## src/rtl/pattern_sequencer.sv

```systemverilog
// Four-voice step sequencer: writable note/gate pattern memory played at one step per TICK_DIV clocks.
// Start-to-first-strobe latency is 1 cycle; commands are single-cycle pulses with no backpressure.
module pattern_sequencer #(
  parameter int STEPS    = 16,
  parameter int TICK_DIV = 6000000,
  parameter int NOTE_W   = 6,
  localparam int SW      = $clog2(STEPS)
) (
  input  logic              clk,
  input  logic              rst_n,
  input  logic              start,
  input  logic              stop,
  input  logic              pause,
  input  logic [SW-1:0]     last_step,
  input  logic              wr_en,
  input  logic [SW-1:0]     wr_step,
  input  logic [1:0]        wr_ch,
  input  logic [NOTE_W-1:0] wr_note,
  input  logic              wr_gate,
  output logic [NOTE_W-1:0] note0,
  output logic [NOTE_W-1:0] note1,
  output logic [NOTE_W-1:0] note2,
  output logic [NOTE_W-1:0] note3,
  output logic [3:0]        gate,
  output logic [SW-1:0]     step_idx,
  output logic              step_strobe,
  output logic              running,
  output logic              beat_led
);

  localparam int CW = (TICK_DIV > 2) ? $clog2(TICK_DIV) : 1;
  localparam logic [CW-1:0] TERM     = CW'(TICK_DIV - 1);
  localparam logic [CW-1:0] CNT_ONE  = CW'(1);
  localparam logic [SW-1:0] STEP_ONE = SW'(1);

  typedef enum logic [1:0] {IDLE, RUN, PAUSED} state_t;

  state_t              state, state_nxt;
  logic [CW-1:0]       cnt, cnt_nxt;
  logic [SW-1:0]       step_nxt;
  logic                load;
  logic                gate_clr;

  logic [NOTE_W-1:0]   note_mem [STEPS][4];
  logic [3:0]          gate_mem [STEPS];

  // Pattern memory is deliberately not reset; it survives rst_n.
  always_ff @(posedge clk) begin
    if (wr_en) begin
      note_mem[wr_step][wr_ch] <= wr_note;
      gate_mem[wr_step][wr_ch] <= wr_gate;
    end
  end

  always_ff @(posedge clk or negedge rst_n) begin
    if (!rst_n) state <= IDLE;
    else        state <= state_nxt;
  end

  always_comb begin
    state_nxt = state;
    cnt_nxt   = cnt;
    step_nxt  = step_idx;
    load      = 1'b0;
    gate_clr  = 1'b0;
    if (stop) begin
      state_nxt = IDLE;
      cnt_nxt   = '0;
      step_nxt  = '0;
      gate_clr  = 1'b1;
    end else begin
      case (state)
        IDLE: begin
          if (start) begin
            state_nxt = RUN;
            cnt_nxt   = '0;
            step_nxt  = '0;
            load      = 1'b1;
          end
        end
        RUN: begin
          if (pause) begin
            state_nxt = PAUSED;
            gate_clr  = 1'b1;
          end else if (cnt == TERM) begin
            cnt_nxt  = '0;
            // >= also catches a pattern shortened below the current step
            step_nxt = (step_idx >= last_step) ? '0 : step_idx + STEP_ONE;
            load     = 1'b1;
          end else begin
            cnt_nxt = cnt + CNT_ONE;
          end
        end
        PAUSED: begin
          if (start) begin
            state_nxt = RUN;
            load      = 1'b1;
          end
        end
        default: state_nxt = IDLE;
      endcase
    end
  end

  always_ff @(posedge clk or negedge rst_n) begin
    if (!rst_n) begin
      cnt         <= '0;
      step_idx    <= '0;
      note0       <= '0;
      note1       <= '0;
      note2       <= '0;
      note3       <= '0;
      gate        <= '0;
      step_strobe <= 1'b0;
      beat_led    <= 1'b0;
    end else begin
      cnt         <= cnt_nxt;
      step_idx    <= step_nxt;
      step_strobe <= load;
      // Memory read uses pre-write contents, so a same-cycle write shows up on the next visit.
      if (load) begin
        note0    <= note_mem[step_nxt][0];
        note1    <= note_mem[step_nxt][1];
        note2    <= note_mem[step_nxt][2];
        note3    <= note_mem[step_nxt][3];
        gate     <= gate_mem[step_nxt];
        beat_led <= ~beat_led;
      end else if (gate_clr) begin
        gate <= '0;
      end
    end
  end

  assign running = (state == RUN);

endmodule

```

## config.mk

```make
export PLATFORM = sky130hd
export DESIGN_NAME = pattern_sequencer
export DESIGN_NICKNAME = d
export VERILOG_FILES = /design/src/rtl/pattern_sequencer.sv
export SDC_FILE = /design/constraint.sdc
export NUM_CORES = 1
export LEC_CHECK = 0
export CAP_MARGIN = 30
export CORE_UTILIZATION = 65
export DETAILED_ROUTE_END_ITERATION = 7
export PLACE_DENSITY_LB_ADDON = 0.08
export SLEW_MARGIN = 20
export SYNTH_ARGS = -nofsm -noshare
export SYNTH_HDL_FRONTEND = slang
export SYNTH_SLANG_ARGS = --single-unit
```

## constraint.sdc

```tcl
create_clock -name clk -period 6.52 [get_ports clk]
set_input_delay 1.304 -clock clk [delete_from_list [all_inputs] [get_ports clk]]
set_output_delay 1.304 -clock clk [all_outputs]
set_load 0.02 [all_outputs]
```

Word-level counts from Yosys, hierarchy flattened
Memory sizes are Yosys's and may differ from the RTL's. A register that Yosys moved wholly into a read port is not among the register bits.
Cells that the tools add are included.
Word-level totals
  register bits: 35
  bits in latches: 0
  memory bits (writable): 448
  ROM bits: 0
  output and inout bits: 35
  logic and storage cells: 65
  memories kept: 2
Operators by class
  add/sub/neg operators: 2
  $mul: 0
  div/mod/pow operators: 0
  magnitude comparators: 5
  equality and inequality tests: 7
  shifts and indexed selects: 0
  multiplexer cells: 32
  bitwise logic cells: 2
  reduce and logical (&&, ||, !) cells: 9
Memories
  note_mem: depth 16, width 24, read ports 1, clocked after memory_dff 1, write ports 1, line 44  | logic [NOTE_W-1:0] note_mem [STEPS][4];
  gate_mem: depth 16, width 4, read ports 1, clocked after memory_dff 0, write ports 1, line 45  | logic [3:0] gate_mem [STEPS];
Operators with widths (number)
  two-way mux 23 bit: 4
  case mux 23 bit (2 select lines): 1
  two-way mux 4 bit: 8
  two-way mux 24 bit: 1
  adder 23 x 1 -> 23 bit, second input constant: 1
  == test 23 bit, second input constant: 1
  demux 6 bit (select 2 bit): 1
  two-way mux 1 bit: 9
  != test 3 bit, second input constant: 3
  case mux 4 bit (2 select lines): 1
  two-way mux 2 bit: 3
  two-way mux 6 bit: 1
  adder 4 x 1 -> 4 bit, second input constant: 1
  >= comparator 4 bit: 1
  case mux 2 bit (2 select lines): 1
  >= comparator 3 bit, second input constant: 1
  < comparator 2 x 3 -> 1 bit, second input constant: 1
  < comparator 3 x 1 -> 1 bit, second input constant: 1
  != test 3 x 1 -> 1 bit, second input constant: 1
  inverter 2 -> 3 bit: 1
  AND reduction 3 bit: 1
  nonzero test 3 bit: 1
  demux 1 bit (select 2 bit): 1
  == test 2 x 1 -> 1 bit, second input constant: 1
  10 further kinds: 11

Depth between registers and ports, before layout
An unclocked memory read counts as a cell.
  word-level depth: 8
  mapped depth: 13
  depth with buffers taken out: 11

Worst setup path before layout
No wires, ideal clock.
  kind: input to register
  start: input port last_step[0]
  end: register note0[0] (read register of note_mem)
  library setup time: 127 ps
  arrival: 3595 ps
  data required time: 6393 ps
  setup slack: 2799 ps
  stages on the path: 11
  buffers on the path: 2
  cell sequence: ha_1 -> nand2b_1 -> a2111oi_2 -> o21ai_0 -> a31o_2 -> a21oi_1 -> buf_2 -> nand2_2 -> clkbuf_1 -> o32ai_1 -> nor3_1
Between the ends
  word-level cells in the longest chain between the ends: 6
RTL lines
  start: declaration: line 14  | input logic [SW-1:0] last_step,
  >= comparator 4 bit: line 88  | step_nxt = (step_idx >= last_step) ? '0 : step_idx + STEP_ONE;
  two-way mux 4 bit: line 88
  two-way mux 4 bit: line 85  | end else if (cnt == TERM) begin
  two-way mux 4 bit: line 82  | if (pause) begin
  case mux 4 bit (2 select lines): line 72  | case (state)
  two-way mux 4 bit: line 66  | if (stop) begin
  named net step_nxt[3]: line 40  | logic [SW-1:0] step_nxt;
  end: declaration: line 20  | output logic [NOTE_W-1:0] note0,
The timed path passes the listed nets, and every way through them passes these cells.
A chain may end at the register's enable or synchronous reset.

Final worst setup path
  start: input port last_step[0]
  end: register note1[4] (read register of note_mem)
Between the ends
  word-level cells in the longest chain between the ends: 6
RTL lines
  >= comparator 4 bit: line 88
  two-way mux 4 bit: line 88
  two-way mux 4 bit: line 85
  two-way mux 4 bit: line 82
  case mux 4 bit (2 select lines): line 72
  two-way mux 4 bit: line 66
  end: declaration: line 21  | output logic [NOTE_W-1:0] note1,
Every way passes these cells.

==> flow_metrics.env <==
export IMPL_die_w_um=187.3
export IMPL_wire_per_inst_um=25.66
export IMPL_row_count=67
export IMPL_reg2reg_from="step_idx[0]"
export IMPL_gr_total_overflow=0
export IMPL_fin_util_pct=73.61
export IMPL_synth_ff_latch_count=507
export IMPL_placedCellCount=2171
export IMPL_cts_htree_levels=2
export IMPL_postCtsResizedCells=0
export IMPL_whs_ns=0.4625
export IMPL_pwr_density_cell_nw_per_um2=281.8
export IMPL_worst_endpoint_required_ns=6.99
export IMPL_grt_start_max_net_pins=121
export IMPL_ys_types=64
export IMPL_synth_top_family_by_area="compound AO/OA/AOI/OAI gates"
export IMPL_final_setup_tns_ns=0
export IMPL_crit_path_start="last_step[0]"
export IMPL_via_count=15930
export IMPL_worst_pin_slew_ns=0.9443
export IMPL_power_static_leakage_nw=8.355
export IMPL_layout_area_overhead_vs_synth_pct=11.09
export IMPL_port_buffer_count=57
export IMPL_synthSimpleGateAreaFrac_pct=11.85
export IMPL_synth_sequential_area_ratio_pct=66.86
export IMPL_peakVddDrop_v=0.0002750
export IMPL_floorplan_io_pins=58
export IMPL_number_of_buffers_created_by_cts=51
export IMPL_yosys_area_top_type_share_pct=60.25
export IMPL_cts_max_path_buffers=3
export IMPL_most_used_cells_in_the_layout_excluding_fill_and_tap_cells="edfxtp_1, nand2_1, a21oi_1, nor2_1, a31oi_1"
export IMPL_first_global_vias=15180
export IMPL_crit_type="input pin to flop"
export IMPL_viasPerCell=7.022
export IMPL_core_area_um2=33700
export IMPL_finalClockSkew_ns=0.02301
export IMPL_combPwrFrac_pct=7.1
export IMPL_clock_power_share_pct=40.9
export IMPL_sequentialPowerShare_pct=52.0
export IMPL_first_iteration_detailed_routing_drc_count=2168
export IMPL_detailedRoute_firstPassIterationCount=5
export IMPL_internal_power_mw=5.428
export IMPL_die_y_um=187.3
export IMPL_clk_pin_slew_worst_paths_ns=0.06
export IMPL_cts_tree="done"
export IMPL_wl_um=58230
export IMPL_drcViolationCount=0
export IMPL_layout_cells_excl_fill=2269
export IMPL_outcome="completed"
export IMPL_final_hold_viol_count=0
export IMPL_netlist_area_um2=22330
export IMPL_fin_total_pwr_mw=6.990
export IMPL_insertion_delay_ns=0.59
export IMPL_antenna_violations_before_repair=1
export IMPL_yosys_top_cells_area="edfxtp_1, dfrtp_1, nand2_1"
export IMPL_synth_compound_area_share_pct=15.66
export IMPL_place_detailed_hpwl_um=34810
export IMPL_grt_pass1_wl_um=89550
export IMPL_start_util_pct=66.26
export IMPL_switching_power_mw=1.562
export IMPL_timing_critical_path_to_type="flop"
export IMPL_critical_path_reg2reg_endpoint="note1[4]"
export IMPL_hold_path_class="flop to flop"
export IMPL_remaining_antenna_violation_count_after_routing=0
export IMPL_largest_fanout_on_the_critical_path=70
export IMPL_cts_root_buf="clkbuf_16"
export IMPL_synth_edf_count=448
export IMPL_slew_headroom_pct=36.81
export IMPL_synthesis_area_per_instance_um2=12.55
export IMPL_fraction_of_synthesized_cell_area_in_xor_and_xnor_cells_pct=0.03922
export IMPL_global_route_usage_total_pct=33.61
export IMPL_r2r_setup_slack_ns=2.66
export IMPL_post_synth_inst_count=1779
export IMPL_syn_nets=1808
export IMPL_synth_top_area_cell="edfxtp_1"
export IMPL_startpoint_type="input pin"
export IMPL_clock_sink_count=507
export IMPL_cp_data_arrival_time_ns=4.98
export IMPL_period_needed_ns=4.512
export IMPL_dieArea_um2=35100
export IMPL_synth_flop_cell="edfxtp_1"
export IMPL_cts_hold_fix_buffers=0
export IMPL_finalNetCount=1807
export IMPL_post_cts_repair_setup_buffers=0
export IMPL_timing_fmax_mhz=221.6
export IMPL_setup_repair_after_global_routing_missed_its_margin="false"
export IMPL_finalMaxSlewViolations=0
export IMPL_max_cap_violations=0
export IMPL_setup_viol_count_final=0
export IMPL_share_of_synthesized_flip_flops_with_an_asynchronous_set_or_reset_pct=11.64
export IMPL_fin_crit_sh_pct=69.20
export IMPL_synth_adder_area_share_pct=0.3362
export IMPL_drive_gt1_share_pct=7.692
export IMPL_gp_congestion=0.8670
export IMPL_yosys_mux_area_fraction_pct=1.793
export IMPL_yosys_warnings=0
export IMPL_most_frequent_standard_cell_in_the_layout_excluding_fill_and_tap_cells="edfxtp_1"
export IMPL_sw_frac_of_total_pct=22.35
export IMPL_r2r_worst_path_cells=11
export IMPL_setup_worst_path_end="note1[4]"
## registers in the layout, indices dropped and copies added (netlist names), 6 cells and up
signal / count
note1: 6
cnt: 23
gate_mem: 64
note2: 6
note3: 6
note0: 6
note_mem: 384
## logic make-up (layout without fill, tap and decap cells)
kind of cell               count (synthesis)  after routing
DFF                                      507            507
muxes                                     37             37
xor gates and xnor gates                   1              1
other                                      0              1
AOI/OAI and AO/OA                        493            493
adders and majority gates                  6              6
buffers and inverters                    156            197
and+or+nand+nor                          579            579
## worst max-delay path, cell delays in order
cell and delay (ns):
clkdlybuf4s50_1 0.42, ha_1 0.29, nand2b_1 0.15, a2111oi_2 0.58
o2111a_1 0.38, or2_4 0.53, buf_12 0.37, nand3_1 0.12
a21o_1 0.18, a32o_1 0.30, nor3_1 0.26
## routing by layer
layer  global-route usage, %  routed length (um)  up-vias
li1                        -                   -     6948
met1                   47.89               23150     7818
met2                   51.53               26960     1010
met3                   7.392                6216      156
met4                   11.79                1903        0
met5                       0                   0        -
## synthesized netlist by cell type (2+ instances only)
library cell and instances:
inv_1 7, clkbuf_1 73, a21oi_1 130, nand2_1 263, a221oi_1 48, nor4b_2 2
nand2b_1 5, nor3_1 55, nand4bb_1 2, and3_1 33, nor2b_1 6, and2_1 3
nand4b_1 4, nand3b_1 3, or3b_1 2, dfrtp_1 59, a211oi_1 25, o21ai_0 32
o32ai_1 24, o211ai_1 9, a22oi_1 27, o31ai_1 5, mux2_1 24, a21o_1 24
edfxtp_1 448, mux2i_1 13, buf_6 10, or3b_2 2, o21a_1 2, and4_1 2
a32o_1 24, a221o_1 48, ha_1 6, nor2_1 95, or2_2 3, buf_4 14
buf_2 46, o41ai_1 3, o2111ai_1 4, nand3_1 75, a31oi_1 77, buf_1 4
nor4_1 4, nand4_1 14
## layout make-up
| cell class | count | area [um^2] |
|---|---|---|
| sequential | 507 | 14930 |
| fill | 2197 | 8895 |
| multi-input combinational | 1116 | 6678 |
| clock buffer | 75 | 1468 |
| timing repair buffer | 93 | 945.9 |
| tap | 448 | 560.5 |
| clock inverter | 20 | 182.7 |
| inverter | 9 | 38.79 |
| antenna | 1 | 2.502 |
## through the flow
| stage | area (um^2) | setup slack [ns] |
|---|---|---|
| floorplan | 22330 | 2.799 |
| global placement | 23060 | 1.635 |
| detailed placement | 23100 | 1.553 |
| CTS | 24760 | 2.124 |
| global route | 24800 | 1.915 |
| finish | 24810 | 2.008 |
## power groups by stage
stage	sequential (mW)	combinational (mW)	clock, mW
after floorplan	3.72	0.217	0
after global placement	3.70	0.468	0
after detailed placement	3.70	0.482	0
after CTS	3.63	0.486	2.88
after global routing	3.64	0.526	3.00
final	3.64	0.494	2.86
## worst min-delay path by stage
stage / start / end / slack (ns) / depth (start not counted)
finish: beat_led / beat_led / 0.46 / 1
global route: beat_led / beat_led / 0.49 / 1
CTS: beat_led / beat_led / 0.47 / 1
detailed placement: beat_led / beat_led / 0.46 / 1
global placement: beat_led / beat_led / 0.45 / 1
floorplan: cnt[22] / cnt[22] / 0.46 / 1
(Power assumes the default switching activity.)
